[src/rtl/mem_access_pkg.sv]
// Shared types for the load/store unit: funct3 size codes, FSM states, bus widths.
// Also provides the access legality check used at request acceptance.
// Imported by mem_access, mem_align and mem_access_if.
package mem_access_pkg;

    localparam int REG_DATA_WIDTH = 32;
    localparam int BE_WIDTH       = REG_DATA_WIDTH / 8;

    typedef enum logic [2:0] {
        F3_B  = 3'b000,
        F3_H  = 3'b001,
        F3_W  = 3'b010,
        F3_BU = 3'b100,
        F3_HU = 3'b101
    } funct3_e;

    typedef enum logic [1:0] {
        ST_IDLE = 2'b00,
        ST_BUSY = 2'b01,
        ST_DONE = 2'b10
    } state_e;

    // An access is refused when both request lines are up, when the address is
    // not naturally aligned for its size, or when funct3 names no legal access
    // for the direction (unsigned variants exist only for loads).
    function automatic logic access_illegal(input logic       rd,
                                            input logic       wr,
                                            input logic [2:0] f3,
                                            input logic [1:0] addr_lo);
        logic bad;
        bad = rd & wr;
        case (f3)
            F3_B:    bad = bad;
            F3_BU:   bad = bad | wr;
            F3_H:    bad = bad | addr_lo[0];
            F3_HU:   bad = bad | wr | addr_lo[0];
            F3_W:    bad = bad | (addr_lo != 2'b00);
            default: bad = 1'b1;
        endcase
        return bad;
    endfunction

endpackage

[src/rtl/mem_access_if.sv]
// Data-memory bus between the load/store unit (master) and memory (slave).
// Master holds req/we/addr/wdata/be stable until the one-cycle ack.
// Slave returns rdata alongside ack; no other backpressure exists.
interface mem_access_if;
    import mem_access_pkg::*;

    logic                      dmem_req;
    logic                      dmem_we;
    logic [REG_DATA_WIDTH-1:0] dmem_addr;
    logic [REG_DATA_WIDTH-1:0] dmem_wdata;
    logic [BE_WIDTH-1:0]       dmem_be;
    logic                      dmem_ack;
    logic [REG_DATA_WIDTH-1:0] dmem_rdata;

    modport master (
        output dmem_req, dmem_we, dmem_addr, dmem_wdata, dmem_be,
        input  dmem_ack, dmem_rdata
    );

    modport slave (
        input  dmem_req, dmem_we, dmem_addr, dmem_wdata, dmem_be,
        output dmem_ack, dmem_rdata
    );

endinterface

[src/rtl/mem_align.sv]
// Lane steering: store data replication + byte enables, load byte/half extract + extend.
// Latency: purely combinational, zero cycles.
// Backpressure: none; outputs follow inputs.
// Ports: funct3/addr_lo select size and lane; store_data -> wdata/be; rdata -> load_data.
module mem_align
    import mem_access_pkg::*;
(
    input  logic [2:0]                funct3,
    input  logic [1:0]                addr_lo,
    input  logic [REG_DATA_WIDTH-1:0] store_data,
    input  logic [REG_DATA_WIDTH-1:0] rdata,
    output logic [REG_DATA_WIDTH-1:0] wdata,
    output logic [BE_WIDTH-1:0]       be,
    output logic [REG_DATA_WIDTH-1:0] load_data
);

    logic [7:0]  byte_sel;
    logic [15:0] half_sel;

    always_comb begin
        wdata = store_data;
        be    = 4'b1111;
        // Size lives in funct3[1:0]; funct3[2] only selects sign handling.
        case (funct3[1:0])
            2'b00: begin
                wdata = {4{store_data[7:0]}};
                be    = 4'b0001 << addr_lo;
            end
            2'b01: begin
                wdata = {2{store_data[15:0]}};
                be    = addr_lo[1] ? 4'b1100 : 4'b0011;
            end
            default: begin
                wdata = store_data;
                be    = 4'b1111;
            end
        endcase
    end

    always_comb begin
        byte_sel  = rdata[7:0];
        half_sel  = addr_lo[1] ? rdata[31:16] : rdata[15:0];
        load_data = rdata;
        case (addr_lo)
            2'd0:    byte_sel = rdata[7:0];
            2'd1:    byte_sel = rdata[15:8];
            2'd2:    byte_sel = rdata[23:16];
            default: byte_sel = rdata[31:24];
        endcase
        case (funct3)
            F3_B:    load_data = {{24{byte_sel[7]}}, byte_sel};
            F3_BU:   load_data = {24'h0, byte_sel};
            F3_H:    load_data = {{16{half_sel[15]}}, half_sel};
            F3_HU:   load_data = {16'h0, half_sel};
            default: load_data = rdata;
        endcase
    end

endmodule

[src/rtl/mem_access.sv]
// MEM-stage load/store unit: one bus access per request, IDLE -> BUSY -> DONE.
// Latency: 3 cycles minimum (accept, ack, done pulse); BUSY aborts after TIMEOUT_CYCLES.
// Backpressure: stall held combinationally from accept until the done cycle.
// Ports: pipeline request (mem_read/mem_write/funct3/alu_result/store_data), dmem master
// bus, load_data/done/err registered results, stall combinational.
module mem_access
    import mem_access_pkg::*;
#(
    parameter int TIMEOUT_CYCLES = 255
)
(
    input  logic                      clk,
    input  logic                      rst_n,
    input  logic                      mem_read,
    input  logic                      mem_write,
    input  logic [2:0]                funct3,
    input  logic [REG_DATA_WIDTH-1:0] alu_result,
    input  logic [REG_DATA_WIDTH-1:0] store_data,
    mem_access_if.master              dmem,
    output logic [REG_DATA_WIDTH-1:0] load_data,
    output logic                      stall,
    output logic                      done,
    output logic                      err
);

    localparam int                CNT_W    = $clog2(TIMEOUT_CYCLES + 1);
    // Abort on the cycle the counter would reach TIMEOUT_CYCLES, i.e. after
    // exactly TIMEOUT_CYCLES BUSY cycles without ack.
    localparam logic [CNT_W-1:0]  CNT_LAST = CNT_W'(TIMEOUT_CYCLES - 1);

    state_e                    state;
    logic [CNT_W-1:0]          tmo_cnt;
    logic [2:0]                f3_q;
    logic [1:0]                lo_q;
    logic                      start;
    logic                      illegal;
    logic [2:0]                al_f3;
    logic [1:0]                al_lo;
    logic [REG_DATA_WIDTH-1:0] al_wdata;
    logic [BE_WIDTH-1:0]       al_be;
    logic [REG_DATA_WIDTH-1:0] al_load;

    assign start   = mem_read | mem_write;
    assign illegal = access_illegal(mem_read, mem_write, funct3, alu_result[1:0]);
    assign stall   = ((state == ST_IDLE) && start) || (state == ST_BUSY);

    // The aligner serves the store path from live inputs at accept time and the
    // load path from the latched size/lane while waiting for ack.
    assign al_f3 = (state == ST_IDLE) ? funct3 : f3_q;
    assign al_lo = (state == ST_IDLE) ? alu_result[1:0] : lo_q;

    mem_align u_align (
        .funct3     (al_f3),
        .addr_lo    (al_lo),
        .store_data (store_data),
        .rdata      (dmem.dmem_rdata),
        .wdata      (al_wdata),
        .be         (al_be),
        .load_data  (al_load)
    );

    always_ff @(posedge clk or negedge rst_n) begin
        if (!rst_n) begin
            state           <= ST_IDLE;
            tmo_cnt         <= '0;
            f3_q            <= 3'b000;
            lo_q            <= 2'b00;
            dmem.dmem_req   <= 1'b0;
            dmem.dmem_we    <= 1'b0;
            dmem.dmem_addr  <= '0;
            dmem.dmem_wdata <= '0;
            dmem.dmem_be    <= '0;
            load_data       <= '0;
            done            <= 1'b0;
            err             <= 1'b0;
        end else begin
            case (state)
                ST_IDLE: begin
                    done <= 1'b0;
                    err  <= 1'b0;
                    if (start) begin
                        if (illegal) begin
                            state     <= ST_DONE;
                            done      <= 1'b1;
                            err       <= 1'b1;
                            load_data <= '0;
                        end else begin
                            state           <= ST_BUSY;
                            tmo_cnt         <= '0;
                            f3_q            <= funct3;
                            lo_q            <= alu_result[1:0];
                            dmem.dmem_req   <= 1'b1;
                            dmem.dmem_we    <= mem_write;
                            dmem.dmem_addr  <= {alu_result[REG_DATA_WIDTH-1:2], 2'b00};
                            dmem.dmem_be    <= al_be;
                            dmem.dmem_wdata <= al_wdata;
                        end
                    end
                end
                ST_BUSY: begin
                    // Ack has priority over the timeout on the same cycle.
                    if (dmem.dmem_ack) begin
                        dmem.dmem_req <= 1'b0;
                        if (!dmem.dmem_we) begin
                            load_data <= al_load;
                        end
                        state <= ST_DONE;
                        done  <= 1'b1;
                        err   <= 1'b0;
                    end else if (tmo_cnt == CNT_LAST) begin
                        dmem.dmem_req <= 1'b0;
                        load_data     <= '0;
                        state         <= ST_DONE;
                        done          <= 1'b1;
                        err           <= 1'b1;
                    end else begin
                        tmo_cnt <= tmo_cnt + 1'b1;
                    end
                end
                ST_DONE: begin
                    done  <= 1'b0;
                    err   <= 1'b0;
                    state <= ST_IDLE;
                end
                default: begin
                    state <= ST_IDLE;
                end
            endcase
        end
    end

endmodule

[src/flat_wrapper.sv]
// flat-port wrapper written by rule: the top's interface ports become plain ports
module mem_access_flat import mem_access_pkg::*;
#(
    parameter int TIMEOUT_CYCLES = 255
)
  (clk, rst_n, mem_read, mem_write, funct3, alu_result, store_data, load_data, stall, done, err, dmem_dmem_req, dmem_dmem_we, dmem_dmem_addr, dmem_dmem_wdata, dmem_dmem_be, dmem_dmem_ack, dmem_dmem_rdata);
  mem_access_if dmem_i ();
  input  logic clk;
  input  logic rst_n;
  input  logic mem_read;
  input  logic mem_write;
  input  logic [2:0] funct3;
  input  logic [REG_DATA_WIDTH-1:0] alu_result;
  input  logic [REG_DATA_WIDTH-1:0] store_data;
  output logic [REG_DATA_WIDTH-1:0] load_data;
  output logic stall;
  output logic done;
  output logic err;
  output wire logic [$bits(dmem_i.dmem_req)-1:0] dmem_dmem_req;
  output wire logic [$bits(dmem_i.dmem_we)-1:0] dmem_dmem_we;
  output wire logic [$bits(dmem_i.dmem_addr)-1:0] dmem_dmem_addr;
  output wire logic [$bits(dmem_i.dmem_wdata)-1:0] dmem_dmem_wdata;
  output wire logic [$bits(dmem_i.dmem_be)-1:0] dmem_dmem_be;
  input wire logic [$bits(dmem_i.dmem_ack)-1:0] dmem_dmem_ack;
  input wire logic [$bits(dmem_i.dmem_rdata)-1:0] dmem_dmem_rdata;
  assign dmem_dmem_req = dmem_i.dmem_req;
  assign dmem_dmem_we = dmem_i.dmem_we;
  assign dmem_dmem_addr = dmem_i.dmem_addr;
  assign dmem_dmem_wdata = dmem_i.dmem_wdata;
  assign dmem_dmem_be = dmem_i.dmem_be;
  assign dmem_i.dmem_ack = dmem_dmem_ack;
  assign dmem_i.dmem_rdata = dmem_dmem_rdata;
  mem_access #(.TIMEOUT_CYCLES(TIMEOUT_CYCLES)) u_core (.clk(clk), .rst_n(rst_n), .mem_read(mem_read), .mem_write(mem_write), .funct3(funct3), .alu_result(alu_result), .store_data(store_data), .dmem(dmem_i), .load_data(load_data), .stall(stall), .done(done), .err(err));
endmodule
[config.mk]
export PLATFORM = sky130hd
export DESIGN_NAME = mem_access_flat
export DESIGN_NICKNAME = d
export VERILOG_FILES = /design/src/rtl/mem_access_pkg.sv /design/src/rtl/mem_access_if.sv /design/src/rtl/mem_align.sv /design/src/rtl/mem_access.sv /design/src/flat_wrapper.sv
export SDC_FILE = /design/constraint.sdc
export NUM_CORES = 1
export LEC_CHECK = 0
export ABC_AREA = 1
export BUFFER_PORTS_ARGS = -buffer_cell sky130_fd_sc_hd__buf_2
export CAP_MARGIN = 10
export CELL_PAD_IN_SITES_DETAIL_PLACEMENT = 0
export CELL_PAD_IN_SITES_GLOBAL_PLACEMENT = 1
export CORE_MARGIN = 3
export CORE_UTILIZATION = 38
export CTS_CLUSTER_DIAMETER = 200
export DETAILED_ROUTE_END_ITERATION = 16
export PLACE_DENSITY_LB_ADDON = 0.1
export SLEW_MARGIN = 10
export SYNTH_ARGS = -nofsm -noshare
export SYNTH_HDL_FRONTEND = slang
export SYNTH_SLANG_ARGS = --single-unit
export TNS_END_PERCENT = 100
[constraint.sdc]
create_clock -name clk -period 4.1 [get_ports clk]
set_clock_uncertainty 0.05 [all_clocks]
set_input_delay 0.41 -clock clk [delete_from_list [all_inputs] [get_ports clk]]
set_output_delay 0.41 -clock clk [all_outputs]
set_load 0.005 [all_outputs]
==> run_results.csv <==
group,metric,value,unit
outcome,outcome,"finished with violations",
outcome,failed_checks,"hold timing",
global_route,grt_util_all_layers,20.92,%
die,io-pin-count,209,
synthesis,synthTopCellsByCount,"sky130_fd_sc_hd__nand2_1, sky130_fd_sc_hd__dfrtp_1, sky130_fd_sc_hd__inv_1",
timing,slew_headroom,46.19,%
setup_path,worst-path-max-fanout,51,
cells_and_area,layout-drive-gt1-share,29.29,%
setup_path,critPathLaunchType,"register",
setup_path,timing.critical_path.cells,"inv_1, ha_1, inv_2, nand2_1, nand2_4, nand2_1, nor2_1, nor2_1, a21oi_1, o21ai_1",
synthesis,synth_most_common_cell,"sky130_fd_sc_hd__nand2_1",
cts,tritoncts,"built",
timing,report.final.slew_viol_count,0,
synthesis,synth_largest_area_cell,"sky130_fd_sc_hd__dfrtp_1",
global_route,grt_busiest_layer,"met2",
placed_design,dpl_worst_slack,1238,ps
global_route,gr-usage-met3,9.202,%
cells_and_area,final_core_density,50.84,%
cells_and_area,diodes,0,
route,postRouteWirelength,17990,um
cells_and_area,area_growth,28.49,%
synthesis,postSynthRegisterBits,117,
job,maxCapViolCount,0,
setup_path,arrival,3070,ps
power_and_ir_drop,p_per_area,723.3,mW/mm2
timing,min_period_over_period,69.40,%
die,rows,45,
worst_hold_path,timing.hold.worst.class,"input port to asynchronous set/reset pin",
placed_design,hpwl_dp,12830,um
route,1st_pass_router_iterations,4,
die,chipHeight,133.0,um
timing,timing.final.crit_period,2845,ps
cts,clock_insertion_delay_at_the_later_pin_of_the_skew_report,410,ps
cts,cts.sinks,117,
synthesis,synth_area_per_cell,7.445,um2
route,detailedRoute.firstIterationViolations,303,
synthesis,post_synth_main_area_contributors,"sky130_fd_sc_hd__dfrtp_1, sky130_fd_sc_hd__nand2_1, sky130_fd_sc_hd__o21ai_0, sky130_fd_sc_hd__inv_1, sky130_fd_sc_hd__nand3_1",
timing,rsz0062_at_grt,"no",
global_route,global_route_wire_length_before_repair,29500,um
global_route,grt.met2_usage,31.01,%
setup_path,crit_required,4320,ps
global_route,antenna_found_initial,1,
synthesis,synth_cell_type_count,30,
synthesis,synth-edff-count,0,
timing,achievable-frequency,0.3514,GHz
global_route,grt.met1_usage,27.88,%
cts,cts_inserted_buffers,17,
route,wl_per_cell,14.48,um
cts,cts_hold_buf,0,
timing,worst_hold_slack,-0.2900,ps
global_route,first_global_vias,5487,
synthesis,yosysWarnings,0,
die,floorplan.die.width,133.0,um
placed_design,gp_congestion,0.8236,
global_route,global_route.overflow_total,0,
setup_path,crit_path_end_kind,"register",
placed_design,buffer_ports.inserted,206,
cts,cts_root_buf,"sky130_fd_sc_hd__clkbuf_16",
route,detailroute.via_count,5644,
synthesis,ys_async_sr_fraction,100.0,%
synthesis,synth_sequential_area_ratio,47.78,%
route,final_antenna_net_count,0,
timing,setup_viol,0,
timing,final.setup.worst_slack,1255,ps
synthesis,yosys.area.top_type_share,47.78,%
power_and_ir_drop,static-leakage-power,4.483,nW
route,final_routed_drc_violation_total,0,
cells_and_area,design.final.nets,1127,
timing,timing_worst_slew_pin_value,805.3,ps
global_route,grt_start_max_net_pins,73,
setup_path,library_cell_contributing_the_largest_single_delay_on_the_critical_path,"sky130_fd_sc_hd__nand2_4",
route,route.detailed.vias_per_inst,4.544,
synthesis,post_synth_top_flop,"sky130_fd_sc_hd__dfrtp_1",
cells_and_area,nFillCells,1622,
synthesis,syn-instance-count,823,
cts,post_cts_buffers,0,
power_and_ir_drop,max-vdd-ir-drop,477.1,uV
die,initial_core_utilization,39.57,%
setup_path,slowest_cell_delay_on_critical_path,460,ps
setup_path,crit_type,"register to register",
cts,cts_resized,0,
synthesis,synthesis.area,0.006127,mm2
cts,path_clk_slew,60,ps
cts,htreeDepth,4,
die,design.die.area,0.01768,mm2
timing,final-hold-violation-count,1,
power_and_ir_drop,post-layout-total-power,5.694,mW
die,floorplan.core_area,0.01548,mm2
timing,totalNegativeSetupSlack,0,ps
cts,clock_tree.buffer_depth,2,
-- final timing paths --
kind                                                  startpoint                               endpoint  slack, ps  cells after the start
max                                  u_core.state[0]$_DFFE_PN0P_     u_core.dmem.dmem_be[1]$_DFFE_PN0P_       1250                     10
min                                                        rst_n          u_core.tmo_cnt[7]$_DFFE_PN0P_       -0.3                      1
max reg2reg                          u_core.state[0]$_DFFE_PN0P_     u_core.dmem.dmem_be[1]$_DFFE_PN0P_       1250                     10
min reg2reg                u_core.dmem.dmem_wdata[2]$_DFFE_PN0P_  u_core.dmem.dmem_wdata[2]$_DFFE_PN0P_        410                      2
max in group asynchronous                                  rst_n        u_core.load_data[8]$_DFFE_PN0P_       3190                      2
min in group clk                                  alu_result[24]  u_core.dmem.dmem_addr[24]$_DFFE_PN0P_        140                      3
-- through the flow --
step / std cells / area (um2) / hold slack [ps]
2_1_floorplan: 824 / 6131 / 64.41
3_3_place_gp: 1210 / 7276 / 399.2
3_5_place_dp: 1210 / 7276 / 403.3
4_1_cts: 1242 / 7873 / 20.74
5_1_grt: 1242 / 7873 / 39.56
6_report: 1242 / 7873 / -0.2900
-- layout by cell type, fill, tap and decap left out, types with 7 or more instances in the layout --
master and count:
sky130_fd_sc_hd__buf_2 205, sky130_fd_sc_hd__inv_2 8, sky130_fd_sc_hd__nand2_2 7, sky130_fd_sc_hd__clkbuf_16 17
sky130_fd_sc_hd__inv_1 51, sky130_fd_sc_hd__nor2_1 43, sky130_fd_sc_hd__nor2_2 25, sky130_fd_sc_hd__dfrtp_1 117
sky130_fd_sc_hd__o21ai_0 43, sky130_fd_sc_hd__a21oi_1 14, sky130_fd_sc_hd__o21ai_1 20, sky130_fd_sc_hd__nand2_1 374
sky130_fd_sc_hd__o21a_1 8, sky130_fd_sc_hd__nand3_1 36
-- cell type report --
| type | count | area [um2] | area share [%] |
|---|---|---|---|
| well taps | 211 | 264.0 | 3.353 |
| flip-flops and latches | 117 | 2928 | 37.19 |
| inverters | 60 | 227.7 | 2.893 |
| repair buffers | 211 | 1084 | 13.76 |
| clock buffers | 18 | 429.2 | 5.451 |
| clock inverters | 14 | 167.7 | 2.130 |
| multi-input cells | 611 | 2773 | 35.22 |
-- report_power, final --
part	switching, mW	internal [mW]	total (mW)
logic	1.56	0.842	2.41
registers	0.212	1.56	1.77
clock network	0.602	0.915	1.52
-- sequential cells by signal (all words and copies together), names as in the netlist --
name,count
u_core.dmem.dmem_addr,30
u_core.f3_q,3
u_core.tmo_cnt,8
u_core.state,2
u_core.done,1
u_core.dmem.dmem_we,1
u_core.load_data,32
u_core.dmem.dmem_req,1
u_core.lo_q,2
u_core.dmem.dmem_be,4
u_core.err,1
u_core.dmem.dmem_wdata,32
-- per-layer routing --
metal | wire [um] | part of all wire (%)
met3 | 1596 | 8.9
met1 | 8356 | 46
met5 | 14 | 0.078
met4 | 182 | 1.0
met2 | 7836 | 44
-- critical path: cells and delay by family (launching register included) --
kind	cells	cell delay, ps
DFF	1	390
AOI/OAI and AO/OA	2	250
buffers and inverters	2	280
adders and majority gates	1	350
and+or+nand+nor	5	1380
-- kinds of logic (layout without fill, tap and decap cells) --
family	after synthesis	in the layout	synth area share (%)
and+or+nand+nor	513	513	35.98
other	1	2	0.06120
xor gates and xnor gates	5	5	0.7147
adders and majority gates	5	5	1.021
DFF	117	117	47.78
AOI/OAI and AO/OA	86	86	7.413
buffers and inverters	96	303	7.025
No activity file was read; power rests on OpenSTA's default activity.
